<file path="src/rtl/uno_horner_seq_if.sv">
// Operand/result handshake bundle for uno_horner_seq.
// The master drives the operands and the result ready; the slave is the evaluator.
interface uno_horner_seq_if #(
  parameter int unsigned MUL_BW = 16
);
  logic [1:0]        gemm_uno;
  logic              in_valid;
  logic              in_ready;
  logic [MUL_BW-1:0] x_i;
  logic [MUL_BW-1:0] y_i;
  logic [MUL_BW-1:0] scale_i;
  logic              out_valid;
  logic              out_ready;
  logic [MUL_BW-1:0] result_o;

  modport master (
    output gemm_uno, in_valid, x_i, y_i, scale_i, out_ready,
    input  in_ready, out_valid, result_o
  );

  modport slave (
    input  gemm_uno, in_valid, x_i, y_i, scale_i, out_ready,
    output in_ready, out_valid, result_o
  );
endinterface

</file>
<file path="src/rtl/uno_horner_seq.sv">
// Iterative Horner evaluator for div/exp/log on frac(x), scaled, plus single-multiply gemm.
// Define SAT_EN to saturate every product/sum reduction instead of wrapping.
module uno_horner_seq #(
  parameter int unsigned INT_BW = 5,
  parameter int unsigned FRA_BW = 10,
  parameter int unsigned MUL_BW = 16,
  parameter int unsigned TERMS  = 4   // legal range 2..4
) (
  input logic             clk,
  input logic             rst_n,
  uno_horner_seq_if.slave uno_io
);

  localparam int unsigned PW = 2 * MUL_BW;

  localparam logic [1:0] StIdle   = 2'd0;
  localparam logic [1:0] StHorner = 2'd1;
  localparam logic [1:0] StScale  = 2'd2;
  localparam logic [1:0] StDone   = 2'd3;

  localparam logic [1:0] OpGemm = 2'b00;
  localparam logic [1:0] OpDiv  = 2'b01;
  localparam logic [1:0] OpExp  = 2'b10;
  localparam logic [1:0] OpLog  = 2'b11;

  // Narrow a wide signed value to MUL_BW bits (saturate or wrap).
  function automatic logic [MUL_BW-1:0] reduce(input logic signed [PW-1:0] v);
    logic signed [PW-1:0] max_v;
    logic signed [PW-1:0] min_v;
    logic [MUL_BW-1:0]    res;
    max_v = {{(MUL_BW + 1){1'b0}}, {(MUL_BW - 1){1'b1}}};
    min_v = {{(MUL_BW + 1){1'b1}}, {(MUL_BW - 1){1'b0}}};
`ifdef SAT_EN
    if (v > max_v) begin
      res = max_v[MUL_BW-1:0];
    end else if (v < min_v) begin
      res = min_v[MUL_BW-1:0];
    end else begin
      res = v[MUL_BW-1:0];
    end
`else
    begin : wrap_blk
      logic unused_bits;
      unused_bits = ^{v[PW-1:MUL_BW], max_v, min_v};
      res = v[MUL_BW-1:0];
    end
`endif
    return res;
  endfunction

  // Q5.10 coefficient ROM, c0..c3 per unary op.
  function automatic logic [MUL_BW-1:0] coef(input logic [1:0] op, input logic [1:0] idx);
    logic signed [15:0] c;
    c = 16'sh0000;
    case ({op, idx})
      {OpDiv, 2'd0}: c = 16'sh0400;
      {OpDiv, 2'd1}: c = 16'shFC00;
      {OpDiv, 2'd2}: c = 16'sh0400;
      {OpDiv, 2'd3}: c = 16'shFC00;
      {OpExp, 2'd0}: c = 16'sh0400;
      {OpExp, 2'd1}: c = 16'sh0400;
      {OpExp, 2'd2}: c = 16'sh0200;
      {OpExp, 2'd3}: c = 16'sh00AB;
      {OpLog, 2'd0}: c = 16'sh0000;
      {OpLog, 2'd1}: c = 16'sh0400;
      {OpLog, 2'd2}: c = 16'shFE00;
      {OpLog, 2'd3}: c = 16'sh0155;
      default:       c = 16'sh0000;
    endcase
    return MUL_BW'(c);
  endfunction

  logic [1:0]        state_q, state_d;
  logic [1:0]        op_q, op_d;
  logic [1:0]        k_q, k_d;
  logic [MUL_BW-1:0] acc_q, acc_d;
  logic [MUL_BW-1:0] r_q, r_d;
  logic [MUL_BW-1:0] sc_q, sc_d;
  logic [MUL_BW-1:0] result_q, result_d;

  // Shared multiplier: acc*r while iterating, acc*sc in the scale step.
  logic [MUL_BW-1:0]    mul_b;
  logic signed [PW-1:0] mul_a_ext;
  logic signed [PW-1:0] mul_b_ext;
  logic signed [PW-1:0] mul_full;
  logic signed [PW-1:0] mul_shift;
  logic [MUL_BW-1:0]    mul_red;
  logic [MUL_BW-1:0]    coef_k;
  logic [MUL_BW:0]      sum_full;
  logic [MUL_BW-1:0]    sum_red;

  always_comb begin
    mul_b     = (state_q == StScale) ? sc_q : r_q;
    mul_a_ext = {{MUL_BW{acc_q[MUL_BW-1]}}, acc_q};
    mul_b_ext = {{MUL_BW{mul_b[MUL_BW-1]}}, mul_b};
    mul_full  = mul_a_ext * mul_b_ext;
    mul_shift = mul_full >>> FRA_BW;
    mul_red   = reduce(mul_shift);
    coef_k    = coef(op_q, k_q);
    sum_full  = {mul_red[MUL_BW-1], mul_red} + {coef_k[MUL_BW-1], coef_k};
    sum_red   = reduce({{(PW - MUL_BW - 1){sum_full[MUL_BW]}}, sum_full});
  end

  always_comb begin
    state_d  = state_q;
    op_d     = op_q;
    k_d      = k_q;
    acc_d    = acc_q;
    r_d      = r_q;
    sc_d     = sc_q;
    result_d = result_q;

    case (state_q)
      StIdle: begin
        if (uno_io.in_valid) begin
          op_d = uno_io.gemm_uno;
          r_d  = {{(MUL_BW - FRA_BW){1'b0}}, uno_io.x_i[FRA_BW-1:0]};
          if (uno_io.gemm_uno == OpGemm) begin
            acc_d   = uno_io.x_i;
            sc_d    = uno_io.y_i;
            state_d = StScale;
          end else begin
            acc_d   = coef(uno_io.gemm_uno, 2'(TERMS - 1));
            sc_d    = uno_io.scale_i;
            k_d     = 2'(TERMS - 2);
            state_d = StHorner;
          end
        end
      end
      StHorner: begin
        acc_d = sum_red;
        if (k_q == 2'd0) begin
          state_d = StScale;
        end else begin
          k_d = k_q - 2'd1;
        end
      end
      StScale: begin
        result_d = mul_red;
        state_d  = StDone;
      end
      StDone: begin
        if (uno_io.out_ready) begin
          state_d = StIdle;
        end
      end
      default: state_d = StIdle;
    endcase
  end

  always_ff @(posedge clk) begin
    if (!rst_n) begin
      state_q  <= StIdle;
      op_q     <= '0;
      k_q      <= '0;
      acc_q    <= '0;
      r_q      <= '0;
      sc_q     <= '0;
      result_q <= '0;
    end else begin
      state_q  <= state_d;
      op_q     <= op_d;
      k_q      <= k_d;
      acc_q    <= acc_d;
      r_q      <= r_d;
      sc_q     <= sc_d;
      result_q <= result_d;
    end
  end

  assign uno_io.in_ready  = (state_q == StIdle);
  assign uno_io.out_valid = (state_q == StDone);
  assign uno_io.result_o  = result_q;

endmodule

</file>
<file path="src/flat_wrapper.sv">
// flat-port wrapper written by rule: the top's interface ports become plain ports
module uno_horner_seq_flat 
#(
  parameter int unsigned INT_BW = 5,
  parameter int unsigned FRA_BW = 10,
  parameter int unsigned MUL_BW = 16,
  parameter int unsigned TERMS  = 4                      
)
  (clk, rst_n, uno_io_gemm_uno, uno_io_in_valid, uno_io_x_i, uno_io_y_i, uno_io_scale_i, uno_io_out_ready, uno_io_in_ready, uno_io_out_valid, uno_io_result_o);
  uno_horner_seq_if #(.MUL_BW(MUL_BW)) uno_io_i ();
  input logic clk;
  input logic rst_n;
  input wire logic [$bits(uno_io_i.gemm_uno)-1:0] uno_io_gemm_uno;
  input wire logic [$bits(uno_io_i.in_valid)-1:0] uno_io_in_valid;
  input wire logic [$bits(uno_io_i.x_i)-1:0] uno_io_x_i;
  input wire logic [$bits(uno_io_i.y_i)-1:0] uno_io_y_i;
  input wire logic [$bits(uno_io_i.scale_i)-1:0] uno_io_scale_i;
  input wire logic [$bits(uno_io_i.out_ready)-1:0] uno_io_out_ready;
  output wire logic [$bits(uno_io_i.in_ready)-1:0] uno_io_in_ready;
  output wire logic [$bits(uno_io_i.out_valid)-1:0] uno_io_out_valid;
  output wire logic [$bits(uno_io_i.result_o)-1:0] uno_io_result_o;
  assign uno_io_i.gemm_uno = uno_io_gemm_uno;
  assign uno_io_i.in_valid = uno_io_in_valid;
  assign uno_io_i.x_i = uno_io_x_i;
  assign uno_io_i.y_i = uno_io_y_i;
  assign uno_io_i.scale_i = uno_io_scale_i;
  assign uno_io_i.out_ready = uno_io_out_ready;
  assign uno_io_in_ready = uno_io_i.in_ready;
  assign uno_io_out_valid = uno_io_i.out_valid;
  assign uno_io_result_o = uno_io_i.result_o;
  uno_horner_seq #(.INT_BW(INT_BW), .FRA_BW(FRA_BW), .MUL_BW(MUL_BW), .TERMS(TERMS)) u_core (.clk(clk), .rst_n(rst_n), .uno_io(uno_io_i));
endmodule
</file>
<file path="config.mk">
export PLATFORM = sky130hd
export DESIGN_NAME = uno_horner_seq_flat
export DESIGN_NICKNAME = d
export VERILOG_FILES = /design/src/rtl/uno_horner_seq_if.sv /design/src/rtl/uno_horner_seq.sv /design/src/flat_wrapper.sv
export SDC_FILE = /design/constraint.sdc
export NUM_CORES = 1
export LEC_CHECK = 0
export ABC_AREA = 1
export CAP_MARGIN = 20
export CORE_MARGIN = 5
export CORE_UTILIZATION = 49
export DETAILED_ROUTE_END_ITERATION = 7
export GPL_ROUTABILITY_DRIVEN = 0
export GPL_TIMING_DRIVEN = 0
export PLACE_DENSITY = 0.67
export SYNTH_ARGS = -nofsm -noshare
export SYNTH_HDL_FRONTEND = slang
export SYNTH_SLANG_ARGS = --single-unit
</file>
<file path="constraint.sdc">
create_clock -name clk -period 7.5 [get_ports clk]
set_input_delay 1.5 -clock clk [delete_from_list [all_inputs] [get_ports clk]]
set_output_delay 1.5 -clock clk [all_outputs]
set_load 0.02 [all_outputs]
</file>
# ---- After elaboration in Yosys (flattened, before gate mapping)
# Memory sizes are Yosys's and may differ from the RTL's.
# Index checks and enable logic that the tools add are counted.
dict set report totals {
  latchBits 0
  out_inout_bits 18
  memories 1
  mem_bits_ro 256
  mem_bits_rw 0
  inputBits 54
  wordCells 45
  ff_bits 64
}
dict set report op_classes {
  n_mul 1
  n_eq_ne 11
  bitwise 0
  n_addsub 2
  shift 0
  magnitude_cmp 0
  div 0
  n_reduce_logical 8
  mux 15
}
# memory words word_bits rd rd_clocked_by_memory_dff wr line
set mem_list {}
lappend mem_list {{(name not given)} 16 16 1 0 0 uno_horner_seq.sv:55} ;# case ({op, idx})
# cell count
set op_table {}
lappend op_table {{16-bit 2-to-1 mux} 4}
lappend op_table {{16-bit case mux with 3 select lines} 1}
lappend op_table {{16-bit case mux with 2 select lines} 1}
lappend op_table {{16-bit by 16-bit multiplier with 26-bit output} 1}
lappend op_table {{16-bit adder} 1}
lappend op_table {{2-bit 2-to-1 mux} 7}
lappend op_table {{2-bit == test (second input constant)} 4}
lappend op_table {{2-bit != test (second input constant)} 4}
lappend op_table {{2-bit case mux with 4 select lines} 1}
lappend op_table {{2-bit logical NOT} 3}
lappend op_table {{2-bit by 1-bit == test with 1-bit output (second input constant)} 2}
lappend op_table {{2-bit case mux with 2 select lines} 1}
lappend op_table {{2-bit AND reduction} 2}
lappend op_table {{4-bit AND reduction} 1}
lappend op_table {{3-bit AND reduction} 1}
lappend op_table {{2-bit by 1-bit != test with 1-bit output (second input constant)} 1}
lappend op_table {{2-bit nonzero test} 1}
lappend op_table {{2-bit by 1-bit subtractor with 2-bit output (second input constant)} 1}

# ---- Longest topological paths before layout
dict set report depth {
  ltp_word 5
  mapped_depth 47
  depth_no_buf 44
}

# ---- Least setup slack after synthesis
# OpenSTA, ideal clock, no wires.
dict set report synth_path {
  path_kind {flip-flop to flip-flop}
  from {register u_core.state_q[0]}
  to {register u_core.acc_q[10]}
  arrival_time_ns 7.583
  setup_ns 0.070
  period_less_slack_ns 7.653
  stages_incl_launch_ff 41
  path_buffers 3
  setup_slack_ns -0.153
  required_time_ns 7.430
  path_cell_list {dfxtp_1 -> inv_1 -> ha_1 -> buf_6 -> inv_2 -> clkbuf_1 -> or2_2 -> o21ai_0 -> inv_1 -> clkbuf_1 -> nand2_1 -> fa_1 -> fa_1 -> fa_1 -> fa_1 -> inv_1 -> fa_1 -> fa_1 -> [5 not listed] -> o21ai_2 -> nand2_2 -> nand2_4 -> nand2_4 -> nand2_4 -> xor2_2 -> ha_1 -> a21oi_1 -> a21boi_1 -> nor2_1 -> o21ai_1 -> nand2_1 -> nand2_1 -> nand2_1 -> a21oi_1 -> xnor2_1 -> nand2_1 -> a21oi_1}
}
dict set report synth_via {
  elab_chain_len 5
  elab_cells_between_ends 10
  classes_between {1 x add/sub; 1 x mul; 3 x eq/ne; 2 x mux; 3 x reduce/logical}
}
# element line
set synth_rtl {}
lappend synth_rtl {{from (decl)} uno_horner_seq.sv:73} ;# logic [1:0] state_q, state_d;
lappend synth_rtl {{from (signal assigned)} uno_horner_seq.sv:153} ;# state_q <= StIdle;
lappend synth_rtl {{from (signal assigned)} uno_horner_seq.sv:161} ;# state_q <= state_d;
lappend synth_rtl {{2-bit == test} uno_horner_seq.sv:93} ;# mul_b = (state_q == StScale) ? sc_q : r_q;
lappend synth_rtl {{16-bit 2-to-1 mux} uno_horner_seq.sv:93}
lappend synth_rtl {{16-bit by 16-bit multiplier with 26-bit output} uno_horner_seq.sv:96} ;# mul_full = mul_a_ext * mul_b_ext;
lappend synth_rtl {{via u_core.mul_full[15]} uno_horner_seq.sv:85} ;# logic signed [PW-1:0] mul_full;
lappend synth_rtl {{16-bit adder} uno_horner_seq.sv:100} ;# sum_full = {mul_red[MUL_BW-1], mul_red} + {coef_k[MUL_BW-1], coef_k};
lappend synth_rtl {{16-bit case mux with 2 select lines} uno_horner_seq.sv:113} ;# case (state_q)
lappend synth_rtl {{to (signal assigned)} uno_horner_seq.sv:156} ;# acc_q <= '0;
lappend synth_rtl {{to (signal assigned)} uno_horner_seq.sv:164} ;# acc_q <= acc_d;
lappend synth_rtl {{to (decl)} uno_horner_seq.sv:76} ;# logic [MUL_BW-1:0] acc_q, acc_d;
# The timed path passes the listed nets, and every way through them passes these cells.
# A chain may end at the register's enable or synchronous reset.

# ---- Final worst setup path
dict set report layout_path {
  from {register u_core.state_q[0]}
  to {register u_core.acc_q[14]}
}
# The elaborated chain is that of the path after synthesis.

==> results.sh <==
export IMPL_outcome="finished with violations"
export IMPL_violations="negative setup slack"
export IMPL_syn_inst=1659
export IMPL_drive_gt1_frac=0.176
export IMPL_drt_pass1_iter_count=6
export IMPL_hp_start="u_core.r_q[0]"
export IMPL_synthArstFlopShare=0
export IMPL_io_pins=72
export IMPL_drv_slew=0
export IMPL_grt_usage=0.269
export IMPL_rsz0062_at_grt="yes"
export IMPL_min_to="u_core.r_q[0]"
export IMPL_yosys_top_cells_area="fa_1 (34%), inv_1 (12%), dfxtp_1 (10%)"
export IMPL_cts_hold_buf=0
export IMPL_numCtsBuffers=9
export IMPL_place_inst=2060
export IMPL_end_kind="flop"
export IMPL_dpl_hpwl_um=29700
export IMPL_post_drt_wl_per_cell_um=17.6
export IMPL_critPathKind="reg -> reg"
export IMPL_worst_path_max_fanout=6
export IMPL_tightest_slew_ps=794
export IMPL_grt_overflow=0
export IMPL_synth_largest_area_cell="fa_1"
export IMPL_final_antenna_net_count=0
export IMPL_synth_area_per_cell_sq_um=7.42
export IMPL_synth_distinct_cells=46
export IMPL_clock_skew_ps=7.35
export IMPL_clockRootBuffer="clkbuf_16"
export IMPL_final_min_clock_period_ps=7800
export IMPL_synth_area_sq_mm=0.0123
export IMPL_clock_sinks=64
export IMPL_final_cells=2155
export IMPL_antenna_found_initial=0
export IMPL_synth_seq_cells=64
export IMPL_synthTopCellsByCount="inv_1 (393), nand2_1 (304), nor2_1 (213)"
export IMPL_synth_net_count=2016
export IMPL_cp_start_kind="flop"
export IMPL_die_area_sq_mm=0.0284
export IMPL_fin_crit_sh=1.04
export IMPL_nets=2177
export IMPL_cpPeakStageDelay_ps=580
export IMPL_r2r_setup_slack_ps=-300
export IMPL_core_sq_mm=0.0250
export IMPL_yosys_warnings=0
export IMPL_arrival_ps=8000
export IMPL_die_x_um=168
export IMPL_fp_row_count=58
export IMPL_drc=0
export IMPL_r2r_start="u_core.state_q[0]"
export IMPL_cts_max_level=3
export IMPL_r2r_end="u_core.acc_q[14]"
export IMPL_start_util=0.493
export IMPL_setup_viol=7
export IMPL_clockBufferDepth=2
export IMPL_crit_slowest_cell="fa_1"
export IMPL_required_ps=7700
export IMPL_slew_headroom=0.469
export IMPL_cts_tree="done"
export IMPL_port_buffers=69
export IMPL_diodes=0
export IMPL_grt_max_degree=12
export IMPL_via_count=11422
export IMPL_grt_pass1_wl_um=60600
export IMPL_max_freq_mhz=128
export IMPL_synth_most_common_cell="inv_1"
export IMPL_synth_ff_type="dfxtp_1"
export IMPL_hold_viol=0
export IMPL_synth_edff_count=0
export IMPL_netlist_area_leader_share=0.340
export IMPL_r2r_cells=40
export IMPL_vias_per_cell=5.30
export IMPL_insertion_delay_ps=340
export IMPL_setup_ws_ps=-300
export IMPL_grt_pass1_vias=11930
export IMPL_fillers=2258
export IMPL_totalWireLength_um=37900
export IMPL_hp_class="reg -> reg"
export IMPL_place_area_sq_mm=0.0134
export IMPL_clkTransAtPathRegs_ps=60
export IMPL_final_area_sq_mm=0.0154
export IMPL_whs_path_depth=2
export IMPL_dieHeight_um=168
export IMPL_drv_cap=0
export IMPL_ys_seq_area_frac=0.104
export IMPL_first_iter_violations=842
export IMPL_syn2layout_area_growth_pct=25.2
==> flip-flops by register name, indices dropped and copies added (netlist names) <==
name,cells
u_core.acc_q,16
u_core.sc_q,16
u_core.uno_io.result_o,16
u_core.r_q,10
u_core.k_q,2
u_core.op_q,2
u_core.state_q,2
==> critical path, delay by kind of cell (launching register included) <==
family          cells  cell delay (ps)
fa+ha+maj           9             3850
simple gates       13             1270
compound gates      9             1260
buf+inv             9              930
flops               1              330
==> stage by stage <==
step	hold slack, ps	setup TNS (ps)	worst slack (ps)	util
6_report	474	-1290	-300	0.617
5_1_grt	507	-3260	-561	0.617
4_1_cts	474	-961	-287	0.596
3_5_place_dp	444	-15770	-1490	0.538
3_3_place_gp	435	-15230	-1580	0.537
2_1_floorplan	424	0	0.593	-
==> logic make-up after synthesis <==
group / Yosys count / share of synthesized area
simple gates: 624 / 0.212
buf+inv: 462 / 0.146
fa+ha+maj: 303 / 0.436
compound gates: 185 / 0.0849
flops: 64 / 0.104
xor+xnor: 21 / 0.0174
==> layout make-up <==
| class | instances | area [sq um] | area share |
|---|---|---|---|
| Clock buffer | 12 | 267 | 0.0173 |
| Sequential cell | 64 | 1280 | 0.0833 |
| Buffer | 49 | 363 | 0.0236 |
| Tap cell | 330 | 413 | 0.0268 |
| Inverter | 411 | 1570 | 0.102 |
| Timing Repair Buffer | 152 | 1340 | 0.0872 |
| Clock inverter | 4 | 51.3 | 0.00333 |
| Multi-Input combinational cell | 1133 | 10100 | 0.656 |
==> cells in the final DEF (no fill, tap or decap), drive strengths merged <==
cell type	count
nand4	9
a31oi	12
xor2	14
or3	1
inv	406
ha	94
or2	7
xnor2	7
a221oi	2
o211ai	18
dfxtp	64
o21ai	79
nor4	1
clkinv	6
a21boi	3
nor2	215
o21bai	4
nor3	4
bufinv	1
fa	209
a21oi	60
nand2	323
clkbuf	49
nand3b	1
o2111ai	1
nand3	62
clkdlybuf4s50	69
clkinvlp	2
o21a	2
and2	1
buf	94
a211oi	1
dlygate4sd1	1
a21o	3
==> worst max-delay path by stage <==
stage / from / endpoint
after floorplan: u_core.state_q[0] / u_core.acc_q[10]
after global placement: u_core.state_q[0] / u_core.acc_q[14]
after detailed placement: u_core.state_q[0] / u_core.acc_q[8]
after CTS: u_core.state_q[0] / u_core.acc_q[8]
after global routing: u_core.state_q[0] / u_core.acc_q[14]
final: u_core.state_q[0] / u_core.acc_q[14]
==> repair_timing <==
| item | in CTS | in global routing |
|---|---|---|
| setup buffers | 59 | 24 |
| resized for setup | 162 | 100 |
| setup endpoints to repair | 19 | 12 |
| pin swaps | 57 | 79 |
==> routing by layer <==
layer	global-route usage	vias to the layer above	share of wire
met4	0.0935	0	0.041
met3	0.0532	103	0.087
li1	-	5272	-
met2	0.456	521	0.48
met5	0	-	0
met1	0.344	5526	0.39
Power is left out: the tool's default activity adds up to more than one toggle a clock period on the data nets, which glitch-free logic cannot reach.
